### config.mk
export PLATFORM = sky130hd
export DESIGN_NAME = load_store_unit
export DESIGN_NICKNAME = d
export VERILOG_FILES = /design/src/rtl/load_store_unit_pkg.sv /design/src/rtl/load_store_unit_align_check.sv /design/src/rtl/load_store_unit.sv
export SDC_FILE = /design/constraint.sdc
export NUM_CORES = 1
export LEC_CHECK = 0
export CAP_MARGIN = 20
export CELL_PAD_IN_SITES_DETAIL_PLACEMENT = 1
export CELL_PAD_IN_SITES_GLOBAL_PLACEMENT = 1
export CORE_MARGIN = 2
export CORE_UTILIZATION = 35
export CTS_CLUSTER_DIAMETER = 80
export CTS_CLUSTER_SIZE = 14
export DETAILED_ROUTE_END_ITERATION = 10
export PLACE_DENSITY_LB_ADDON = 0.1
export SETUP_SLACK_MARGIN = 0.2
export SLEW_MARGIN = 20
export SYNTH_ARGS = -nofsm -noshare
export SYNTH_HDL_FRONTEND = slang
export SYNTH_SLANG_ARGS = --single-unit
### constraint.sdc
create_clock -name clk -period 4.57 [get_ports clk]
set_input_delay 0.914 -clock clk [delete_from_list [all_inputs] [get_ports clk]]
set_output_delay 0.914 -clock clk [all_outputs]
set_load 0.05 [all_outputs]
### src/rtl/load_store_unit_pkg.sv
`default_nettype none
// ============================================================================
//  Module      : load_store_unit_pkg
//  Description : Memory operation codes, LSU state encoding and access-size
//                helper shared by the load/store unit files.
//  Revision    : 1.0 - initial release
// ============================================================================
package load_store_unit_pkg;

    localparam logic [2:0] MEM_LB  = 3'd0;
    localparam logic [2:0] MEM_LH  = 3'd1;
    localparam logic [2:0] MEM_LW  = 3'd2;
    localparam logic [2:0] MEM_LBU = 3'd3;
    localparam logic [2:0] MEM_LHU = 3'd4;
    localparam logic [2:0] MEM_SB  = 3'd5;
    localparam logic [2:0] MEM_SH  = 3'd6;
    localparam logic [2:0] MEM_SW  = 3'd7;
    // Every 3-bit code is an operation; the idle code is a side-effect-free byte read.
    localparam logic [2:0] MEM_NOP = MEM_LB;

    typedef enum logic [1:0] {
        ST_IDLE   = 2'd0,
        ST_ACCESS = 2'd1,
        ST_SPLIT  = 2'd2,
        ST_DONE   = 2'd3
    } lsu_state_e;

    typedef struct packed {
        logic [2:0] size_bytes;
        logic       misaligned;
        logic       is_store;
        logic       is_signed;
    } align_info_t;

    function automatic logic [2:0] fn_size(input logic [2:0] fn);
        case (fn)
            MEM_LH, MEM_LHU, MEM_SH: fn_size = 3'd2;
            MEM_LW, MEM_SW:          fn_size = 3'd4;
            default:                 fn_size = 3'd1;
        endcase
    endfunction

endpackage
`default_nettype wire

### src/rtl/load_store_unit_align_check.sv
`default_nettype none
// ============================================================================
//  Module      : lsu_align_check
//  Description : Decodes an operation code and the low address bits into
//                access size, misalignment, store and sign-extension flags.
//  Revision    : 1.0 - initial release
// ============================================================================
module lsu_align_check
    import load_store_unit_pkg::*;
(
    input  logic [2:0]  fn_i,
    input  logic [1:0]  addr_lo_i,
    output align_info_t info_o
);

    logic [2:0] w_size;

    always_comb begin
        w_size            = fn_size(fn_i);
        info_o.size_bytes = w_size;
        info_o.is_store   = (fn_i == MEM_SB) || (fn_i == MEM_SH) || (fn_i == MEM_SW);
        info_o.is_signed  = (fn_i == MEM_LB) || (fn_i == MEM_LH);
        case (w_size)
            3'd2:    info_o.misaligned = addr_lo_i[0];
            3'd4:    info_o.misaligned = |addr_lo_i;
            default: info_o.misaligned = 1'b0;
        endcase
    end

endmodule
`default_nettype wire

### src/rtl/load_store_unit.sv
`default_nettype none
// ============================================================================
//  Module      : load_store_unit
//  Description : Single-outstanding load/store initiator; misaligned accesses
//                are split into byte operations and reassembled.
//  Revision    : 1.0 - initial release
// ============================================================================
module load_store_unit
    import load_store_unit_pkg::*;
#(
    parameter bit ALLOW_MISALIGNED = 1'b1
) (
    input  logic        clk,
    input  logic        rst,
    input  logic        req_valid,
    output logic        req_ready,
    input  logic [2:0]  req_fn,
    input  logic [31:0] req_addr,
    input  logic [31:0] req_wdata,
    output logic        resp_valid,
    output logic [31:0] resp_rdata,
    output logic        resp_err,
    output logic [2:0]  mem_fn,
    output logic [31:0] mem_addr,
    output logic [31:0] mem_wdata,
    input  logic [31:0] mem_rdata
);

    lsu_state_e  state_q, state_d;
    logic [2:0]  fn_q, fn_d;
    logic [31:0] addr_q, addr_d;
    logic [31:0] wdata_q, wdata_d;
    logic [31:0] rdata_q, rdata_d;
    logic [2:0]  size_q, size_d;
    logic        store_q, store_d;
    logic        signed_q, signed_d;
    logic        err_q, err_d;
    logic [1:0]  cnt_q, cnt_d;

    align_info_t w_info;
    logic [2:0]  w_last_idx;
    logic        w_last;
    logic [31:0] w_asm;

    lsu_align_check u_align (
        .fn_i      (req_fn),
        .addr_lo_i (req_addr[1:0]),
        .info_o    (w_info)
    );

    assign w_last_idx = size_q - 3'd1;
    assign w_last     = ({1'b0, cnt_q} == w_last_idx);

    // Partial load result with the current byte dropped into its lane.
    always_comb begin
        w_asm = rdata_q;
        w_asm[{cnt_q, 3'b000} +: 8] = mem_rdata[7:0];
    end

    always_ff @(posedge clk) begin
        if (rst) begin
            state_q  <= ST_IDLE;
            fn_q     <= MEM_NOP;
            addr_q   <= '0;
            wdata_q  <= '0;
            rdata_q  <= '0;
            size_q   <= 3'd1;
            store_q  <= 1'b0;
            signed_q <= 1'b0;
            err_q    <= 1'b0;
            cnt_q    <= 2'd0;
        end else begin
            state_q  <= state_d;
            fn_q     <= fn_d;
            addr_q   <= addr_d;
            wdata_q  <= wdata_d;
            rdata_q  <= rdata_d;
            size_q   <= size_d;
            store_q  <= store_d;
            signed_q <= signed_d;
            err_q    <= err_d;
            cnt_q    <= cnt_d;
        end
    end

    always_comb begin
        state_d = state_q;
        case (state_q)
            ST_IDLE: begin
                if (req_valid) begin
                    if (!w_info.misaligned)    state_d = ST_ACCESS;
                    else if (ALLOW_MISALIGNED) state_d = ST_SPLIT;
                    else                       state_d = ST_DONE;
                end
            end
            ST_ACCESS: state_d = ST_DONE;
            ST_SPLIT:  if (w_last) state_d = ST_DONE;
            ST_DONE:   state_d = ST_IDLE;
            default:   state_d = ST_IDLE;
        endcase
    end

    always_comb begin
        fn_d     = fn_q;
        addr_d   = addr_q;
        wdata_d  = wdata_q;
        rdata_d  = rdata_q;
        size_d   = size_q;
        store_d  = store_q;
        signed_d = signed_q;
        err_d    = err_q;
        cnt_d    = cnt_q;
        case (state_q)
            ST_IDLE: begin
                if (req_valid) begin
                    fn_d     = req_fn;
                    addr_d   = req_addr;
                    wdata_d  = req_wdata;
                    rdata_d  = '0;
                    size_d   = w_info.size_bytes;
                    store_d  = w_info.is_store;
                    signed_d = w_info.is_signed;
                    err_d    = w_info.misaligned && !ALLOW_MISALIGNED;
                    cnt_d    = 2'd0;
                end
            end
            ST_ACCESS: begin
                if (!store_q) rdata_d = mem_rdata;
            end
            ST_SPLIT: begin
                cnt_d = cnt_q + 2'd1;
                if (!store_q) begin
                    rdata_d = w_asm;
                    // Only halves need extension; split words are passed as assembled.
                    if (w_last && size_q == 3'd2)
                        rdata_d = {{16{signed_q & w_asm[15]}}, w_asm[15:0]};
                end
            end
            default: ;
        endcase
    end

    always_comb begin
        req_ready  = (state_q == ST_IDLE);
        resp_valid = (state_q == ST_DONE);
        resp_rdata = rdata_q;
        resp_err   = err_q && (state_q == ST_DONE);
        mem_fn     = MEM_NOP;
        mem_addr   = '0;
        mem_wdata  = '0;
        case (state_q)
            ST_ACCESS: begin
                mem_fn    = fn_q;
                mem_addr  = addr_q;
                mem_wdata = wdata_q;
            end
            ST_SPLIT: begin
                mem_fn    = store_q ? MEM_SB : MEM_LBU;
                mem_addr  = addr_q + {30'd0, cnt_q};
                mem_wdata = {24'd0, wdata_q[{cnt_q, 3'b000} +: 8]};
            end
            default: ;
        endcase
    end

endmodule
`default_nettype wire

After elaboration in Yosys (flattened, before gate mapping)
Cells that the tools add are included.

word-level totals
  register bits after elaboration = 108
  output and inout bits = 102

cells by class
  add/sub/neg operators = 4
  equal/unequal tests = 17
  shift operators = 3
  multiplexer cells = 18
  bitwise gates (word level) = 1
  reduce and logical (&&, ||, !) cells = 15

operator list
  operator                                              count
  2-to-1 mux 32 bit                                     4
  case mux 32 bit (2 select lines)                      2
  case mux 32 bit (3 select lines)                      1
  adder 32 x 2 -> 32 bit                                1
  bitwise mux 32 bit                                    1
  variable shift 8 x 7 -> 32 bit, first input constant  1
  variable part select 32 x 6 -> 8 bit                  1
  variable part select 8 x 7 -> 32 bit                  1
  equality test 3 bit, second input constant            5
  case mux 3 bit (2 select lines)                       2
  equality test 3 x 2 -> 1 bit, second input constant   3
  2-to-1 mux 2 bit                                      4
  inequality test 2 bit, second input constant          4
  case mux 2 bit (4 select lines)                       1
  negation 5 -> 7 bit                                   1
  AND reduction 2 bit                                   3
  equality test 2 bit, second input constant            2
  case mux 2 bit (2 select lines)                       1
  AND reduction 4 bit                                   1
  OR reduction 2 bit                                    2
  equality test 2 x 3 -> 1 bit                          1
  equality test 3 x 1 -> 1 bit, second input constant   1
  logical NOT 3 bit                                     1
  logical OR 1 bit                                      3
  11 further kinds                                      11

Longest topological paths before layout
Gate-level depths: netlist of run 1.

  depth after elaboration = 8
  gate-level depth with buffers = 10

Modules after synthesis
From an unflattened synthesis of run 1, not the netlist that was laid out.

unflattened totals
  cell total of the unflattened synthesis = 801
  area, all modules = 6,243.5 um2

by module, submodules not included
  module           times used  cells an instance  area each (um2)  seq. area each (um2)
  load_store_unit  1           784                6,113.4          2,162.1
  lsu_align_check  1           17                 130.1            0.0

Least setup slack after synthesis of run 1
Ideal clock, no wire load.

  path kind = reg2out
  start = register cnt_q[0]
  end = output port mem_addr[28]
  arrival time = 2,732 ps
  path slack = 924 ps
  stages on the path, launching flop included = 8
  path buffers = 0
  cells stage by stage = dfxtp_1 > ha_1 > fa_1 > nand4_1 > nor3_1 > nand4_1 > xor2_1 > o21ai_0

between the ends
  longest elaborated chain between the ends = 2

ends and longest elaborated chain
  what                              RTL line                text
  from (decl)                       load_store_unit.sv:38   logic [1:0] cnt_q, cnt_d;
  from (signal assigned)            load_store_unit.sv:82   cnt_q <= cnt_d;
  adder 32 x 2 -> 32 bit            load_store_unit.sv:159  mem_addr = addr_q + {30'd0, cnt_q};
  case mux 32 bit (2 select lines)  load_store_unit.sv:151  case (state_q)
  to (decl)                         load_store_unit.sv:24   output logic [31:0] mem_addr,

Every way passes these cells.

Worst setup path in the final report of run 1
  start = register addr_q[0]
  end = output port mem_addr[30]

between the ends
  longest elaborated chain between the ends = 2

ends and longest elaborated chain
  what                              RTL line                text
  from (decl)                       load_store_unit.sv:31   logic [31:0] addr_q, addr_d;
  from (signal assigned)            load_store_unit.sv:75   addr_q <= addr_d;
  adder 32 x 2 -> 32 bit            load_store_unit.sv:159
  case mux 32 bit (2 select lines)  load_store_unit.sv:151

Every way passes these cells.

==> impl_metrics.tcl, run 1 <==
set metrics [dict create \
    cts.clk_slew.worst_paths_ps 70 \
    post-cts-setup-buffers 0 \
    max_cap_viol_count 0 \
    ff2ff_setup_slack_ps 1570 \
    crit_required_ps 3660 \
    clock-sinks 108 \
    synth-seq-cells 108 \
    syn_nets 912 \
    path_class "flop to output port" \
    fp.dieArea_mm2 0.0182 \
    yosys.cell_count.top_type "nand2_1" \
    fp.dieW_um 135 \
    slew_headroom_pct 35.0 \
    seq_power_share_pct 32.1 \
    drtPass1Iterations 5 \
    status "completed" \
    cts_buffers 9 \
    drc 0 \
    clockBufferDepth 2 \
    slew_viol_final 0 \
    post-route-min-period_ps 4100 \
    cts_max_level 3 \
    setup_viol 0 \
    die_h_um 135 \
    timing.final.crit_share_pct 89.7 \
    p_int_mw 2.13 \
    hold_buffers 0 \
    vias_per_cell 5.65 \
    start_util_pct 35.9 \
    synth.top_cell.area_share_pct 36.0 \
    dp_hpwl_um 17600 \
    async_flop_share_pct 0 \
    netlist_top_cells_count "nand2_1 (176), dfxtp_1 (108), a21oi_1 (87)" \
    grt_start_max_net_pins 87 \
    drtIter0Drc 395 \
    rsz0062_at_grt "no" \
    fin_ws_ps 470 \
    synth_area_leaders "dfxtp_1 (36%), nand2_1 (11%), a21oi_1 (7.3%), a22oi_1 (5.1%), ha_1 (3.5%)" \
    track_usage_pct 26.0 \
    ctsResizeCount 0 \
    cp-start-kind "flop" \
    netSwitchingPower_mw 1.86 \
    postRouteAntennaNets 0 \
    endpoint "mem_addr[30]" \
    cp_max_fo 7 \
    netlist_area_mm2 0.00600 \
    portBuffers 202 \
    fin_cells 1178 \
    grt_pass1_wl_um 37500 \
    worstSkewPairLatency_ps 360 \
    routed_wl_um 23800 \
    yosysSeqAreaShare_pct 36.0 \
    avgSynthCellArea_um2 7.58 \
    postSynthCellCount 792 \
    rr_worst_depth 8 \
    p_clk_share_pct 19.3 \
    core_mm2 0.0167 \
    crit_arrival_ps 3190 \
    dp.cells 1162 \
    area_growth_pct 43.8 \
    cts_tree "built" \
    crit_path_end_kind "output port" \
    r2r-start "state_q[0]$_SDFFE_PP0P_" \
    place_congestion 0.882 \
    max_freq_mhz 244 \
    hp-class "flop to flop" \
    avgRoutedWirePerCell_um 20.2 \
    powerDensity_mw_per_mm2 463 \
    antenna_found_initial 0 \
    num_antenna_cells 0 \
    final_nets 1073 \
    power_mw 3.99 \
    synth_top_area_cell "dfxtp_1" \
    grt_pass1_vias 6825 \
    hold_viol_final 0 \
    global_route.overflow_total 0 \
    r2r_end "resp_rdata[3]$_SDFFE_PP0P_" \
    num_vias 6656 \
    synth_edf_count 0 \
    p_leak_nw 3.07 \
    combPwrFrac_pct 48.6 \
    hp-start "fn_q[1]$_SDFFE_PP0P_" \
    ys_warn_count 0 \
    yosysUniqueCellTypes 58 \
    vdd_drop_max_v 0.000226 \
    pre_cts_ws_ps 615 \
    placementRows 47 \
    pin_count 204 \
    setup_tns_ps 0 \
    tightest_slew_ps 968 \
    final_layout_size_suffix_gt1_share_pct 8.14 \
    worst_clock_skew_ps 8.36 \
    cts-root-buf "clkbuf_16" \
    synth_ff_type "dfxtp_1" \
    power.share.switching_pct 46.7 \
    crit_start "addr_q[0]$_SDFFE_PP0P_" \
]
registers in the layout, summed over array words and instances, names as in the netlist:
register / flops
wdata_q: 32
cnt_q: 2
resp_rdata: 32
store_q: 1
fn_q: 3
state_q: 2
size_q: 3
signed_q: 1
addr_q: 32
power groups by stage:
stage | registers, mW | logic (mW) | clock network (mW)
after detailed placement | 1.30 | 1.94 | 0
after global routing | 1.30 | 2.10 | 0.826
final | 1.28 | 1.94 | 0.770
after floorplan | 1.33 | 1.18 | 0
after CTS | 1.28 | 1.94 | 0.788
after global placement | 1.28 | 1.87 | 0
metal layers:
metal,part of all wire [%],up-vias,routed length [µm],GRT usage [%]
li1,-,3158,-,-
met1,46,3267,10900,34.6
met2,48,191,11400,43.5
met3,4.0,40,953,3.30
met4,2.4,0,563,8.80
met5,0,-,0,0
cell families (layout without fill, tap and decap cells):
family	count (synthesis)	in the layout	share of synthesized area [%]
and+or+nand+nor	324	324	24.9
AOI/OAI and AO/OA	238	238	24.7
DFF	108	108	36.0
buffers and inverters	83	249	5.63
adders and majority gates	18	18	3.88
xor gates and xnor gates	10	10	1.46
muxes	10	10	3.34
other	1	1	0.0625
area by class of cell:
type | instances | area (µm²)
Sequential cell | 108 | 2160
Tap cell | 220 | 275
Timing Repair Buffer | 214 | 2310
Inverter | 19 | 71.3
Clock buffer | 10 | 239
Multi-Input combinational cell | 601 | 3520
Fill cell | 2023 | 8070
Clock inverter | 6 | 48.8
worst max-delay path: stages (launching register included):
cell     delay (ps)
dfxtp_1         360
ha_1            240
fa_1            270
nand4_1         190
nor3_1          780
nand4_1         240
and3_1          250
a211o_1         320
buf_12          170
layout by cell type, fill, tap and decap left out, types with 5 or more instances in the layout:
master / instances
nand2b_1: 5
inv_1: 16
nor4_1: 5
nor3_1: 11
clkbuf_16: 9
o21ai_0: 40
a22oi_1: 41
a31oi_1: 13
nand2_1: 175
o21ai_1: 9
nand3_1: 10
nor2_1: 42
clkdlybuf4s50_1: 173
ha_1: 15
buf_12: 22
xor2_1: 7
a221oi_1: 16
or4_1: 6
a22o_1: 8
and3_1: 33
mux4_2: 8
a21oi_1: 87
buf_4: 18
o211ai_1: 5
dfxtp_1: 108
nand4_1: 16
how the worst min path moves through the flow:
stage / endpoint / cells past startpoint
global route: wdata_q[4]$_SDFFE_PP0P_ / 2
floorplan: fn_q[2]$_SDFFE_PP0P_ / 2
finish: fn_q[1]$_SDFFE_PP0P_ / 2
global placement: fn_q[0]$_SDFFE_PP0P_ / 2
detailed placement: fn_q[1]$_SDFFE_PP0P_ / 2
CTS: fn_q[1]$_SDFFE_PP0P_ / 2
through the flow:
step	utilization [%]	hold slack [ps]	area, µm²
floorplan	-	436	6000
global placement	49.9	443	8330
detailed placement	49.9	466	8340
CTS	51.6	477	8620
global route	51.7	504	8630
finish	51.7	474	8630
No activity file was read; power rests on OpenSTA's default activity.
==> inputs of run 2 (changes only) <==
--- a/config.mk
+++ b/config.mk
@@ -13,7 +13,9 @@
 export CTS_CLUSTER_DIAMETER = 80
 export CTS_CLUSTER_SIZE = 14
 export DETAILED_ROUTE_END_ITERATION = 10
+export MAX_ROUTING_LAYER = met4
 export PLACE_DENSITY_LB_ADDON = 0.1
+export RECOVER_POWER = 50
 export SETUP_SLACK_MARGIN = 0.2
 export SLEW_MARGIN = 20
 export SYNTH_ARGS = -nofsm -noshare
==> run 2 against run 1 <==
Compared with the run above:
- clock power rose by 6.6%
- sequential power barely moved
- the flow now finishes with violations (max-capacitance violations, max-slew violations)
- power is 0.91% higher
- highest routed layer unchanged
- clock skew increased by 1.6 ps
- worst hold slack worse by 12 ps
- setup slack got worse by 67 ps
- wire length shrank 0.33%
- critical endpoint is now mem_addr[28]
- first-iteration DRC count is 30% higher
- global-route usage up 0.36 points
- final cell count unchanged
- utilization is essentially flat
==> impl_metrics.tcl, run 2 (synthesis results as in run 1) <==
set metrics [dict create \
    clock-sinks 108 \
    powerDensity_mw_per_mm2 466 \
    vias_per_cell 5.70 \
    slew_viol_final 36 \
    max_cap_viol_count 1 \
    drc 0 \
    dp_hpwl_um 17200 \
    crit_path_end_kind "output port" \
    timing.final.crit_share_pct 91.2 \
    die_h_um 135 \
    hold_buffers 0 \
    num_antenna_cells 0 \
    drtPass1Iterations 4 \
    drtIter0Drc 512 \
    slew_headroom_pct -40.6 \
    slowest_stage "nor3_1" \
    crit_arrival_ps 3250 \
    global_route.overflow_total 0 \
    post-route-min-period_ps 4170 \
    power_mw 4.03 \
    track_usage_pct 26.3 \
    antenna_found_initial 0 \
    area_growth_pct 43.9 \
    setup_viol 0 \
    routed_wl_um 23700 \
    postRouteAntennaNets 0 \
    dpl_cell_area_mm2 0.00834 \
    worst_clock_skew_ps 9.99 \
    post-cts-setup-buffers 0 \
    rsz0062_at_grt "no" \
    final_area_mm2 0.00864 \
    vdd_drop_max_v 0.000268 \
    cts.clk_slew.worst_paths_ps 70 \
    worstSkewPairLatency_ps 360 \
    clockBufferDepth 2 \
    slowest_delay_ps 820 \
    start_util_pct 35.9 \
    crit_required_ps 3660 \
    portBuffers 202 \
    grt_start_max_net_pins 87 \
    placementRows 47 \
    final_cell_mix "nand2_1 (175), clkdlybuf4s50_1 (139), dfxtp_1 (108)" \
    cts-root-buf "clkbuf_16" \
    pin_count 204 \
    cp_common_cell "nand4_1" \
    tightest_slew_ps 2110 \
    grt_pass1_vias 6588 \
    final_nets 1073 \
    status "complete, but fails checks" \
    num_vias 6715 \
    cts_max_level 3 \
    place_congestion 0.918 \
    p_leak_nw 3.19 \
    violations "max-capacitance violations, max-slew violations" \
    layout_commonest_cell "nand2_1" \
    path_cells "ha_1, fa_1, nand4_1, nor3_1, nand4_1, xor2_1, o21ai_0, buf_12" \
    final_layout_size_suffix_gt1_share_pct 7.52 \
    core_mm2 0.0167 \
    cp_max_fo 7 \
    fp.dieArea_mm2 0.0182 \
    hold_viol_final 0 \
    hp-class "flop to flop" \
    path_class "flop to output port" \
    grt_pass1_wl_um 36900 \
    avgRoutedWirePerCell_um 20.1 \
    cp-start-kind "flop" \
    max_freq_mhz 240 \
    fp.dieW_um 135 \
    setup_tns_ps 0 \
    cts_tree "built" \
    cts_buffers 9 \
]
## run 2: worst max-delay path: cells and delay by family (launching register included)
family / cells / cell delay [ps]
xor+xnor: 1 / 190
buf+inv: 1 / 200
fa+ha+maj: 2 / 490
compound gates: 1 / 420
flops: 1 / 360
simple gates: 3 / 1240
## run 2: repair_timing
item | in CTS | in global routing
endpoints found under the hold margin | 0 | 0
endpoints found under the setup margin | 0 | 5
gates resized for setup | 0 | 1
## run 2: area by class of cell
type	instances	area (µm²)
multi-input combinational	601	3520
fill	2022	8070
timing repair buffer	214	2300
inverter	19	71.3
clock inverter	4	55.1
tap	220	275
sequential	108	2160
clock buffer	12	246
## run 2: metal layers
layer | wire length, µm | GRT usage [%] | vias up | part of all wire [%]
li1 | - | - | 3157 | -
met5 | 0 | - | - | 0
met1 | 10700 | 35.0 | 3317 | 45
met4 | 469 | 8.16 | 0 | 2.0
met3 | 1020 | 3.42 | 33 | 4.3
met2 | 11500 | 41.9 | 208 | 48
## run 2: path summary, 6_finish.rpt
kind                            cells after the start  slack [ps]              endpoint               startpoint
worst max-delay path                                8         400          mem_addr[28]   addr_q[0]$_SDFFE_PP0P_
worst min-delay path                                2         460  fn_q[2]$_SDFFE_PP0P_     fn_q[2]$_SDFFE_PP0P_
worst max register to register                      6         840  store_q$_SDFFE_PP0P_  state_q[1]$_SDFFE_PP0P_
worst min register to register                      2         460  fn_q[2]$_SDFFE_PP0P_     fn_q[2]$_SDFFE_PP0P_
## run 2: where the power goes
group | internal, mW | switching (mW)
Combinational | 0.628 | 1.30
Sequential | 1.10 | 0.184
Clock | 0.445 | 0.376
## run 2: per-stage QoR
| stage | utilization (%) | setup slack [ps] | hold slack (ps) | std cells |
|---|---|---|---|---|
| final | 51.7 | 403 | 462 | 1178 |
| after global routing | 51.7 | 185 | 488 | 1178 |
| after CTS | 51.7 | 344 | 465 | 1178 |
| after detailed placement | 49.9 | 725 | 455 | 1162 |
| after global placement | 49.9 | 830 | 445 | 1162 |
| after floorplan | - | 924 | 436 | 792 |
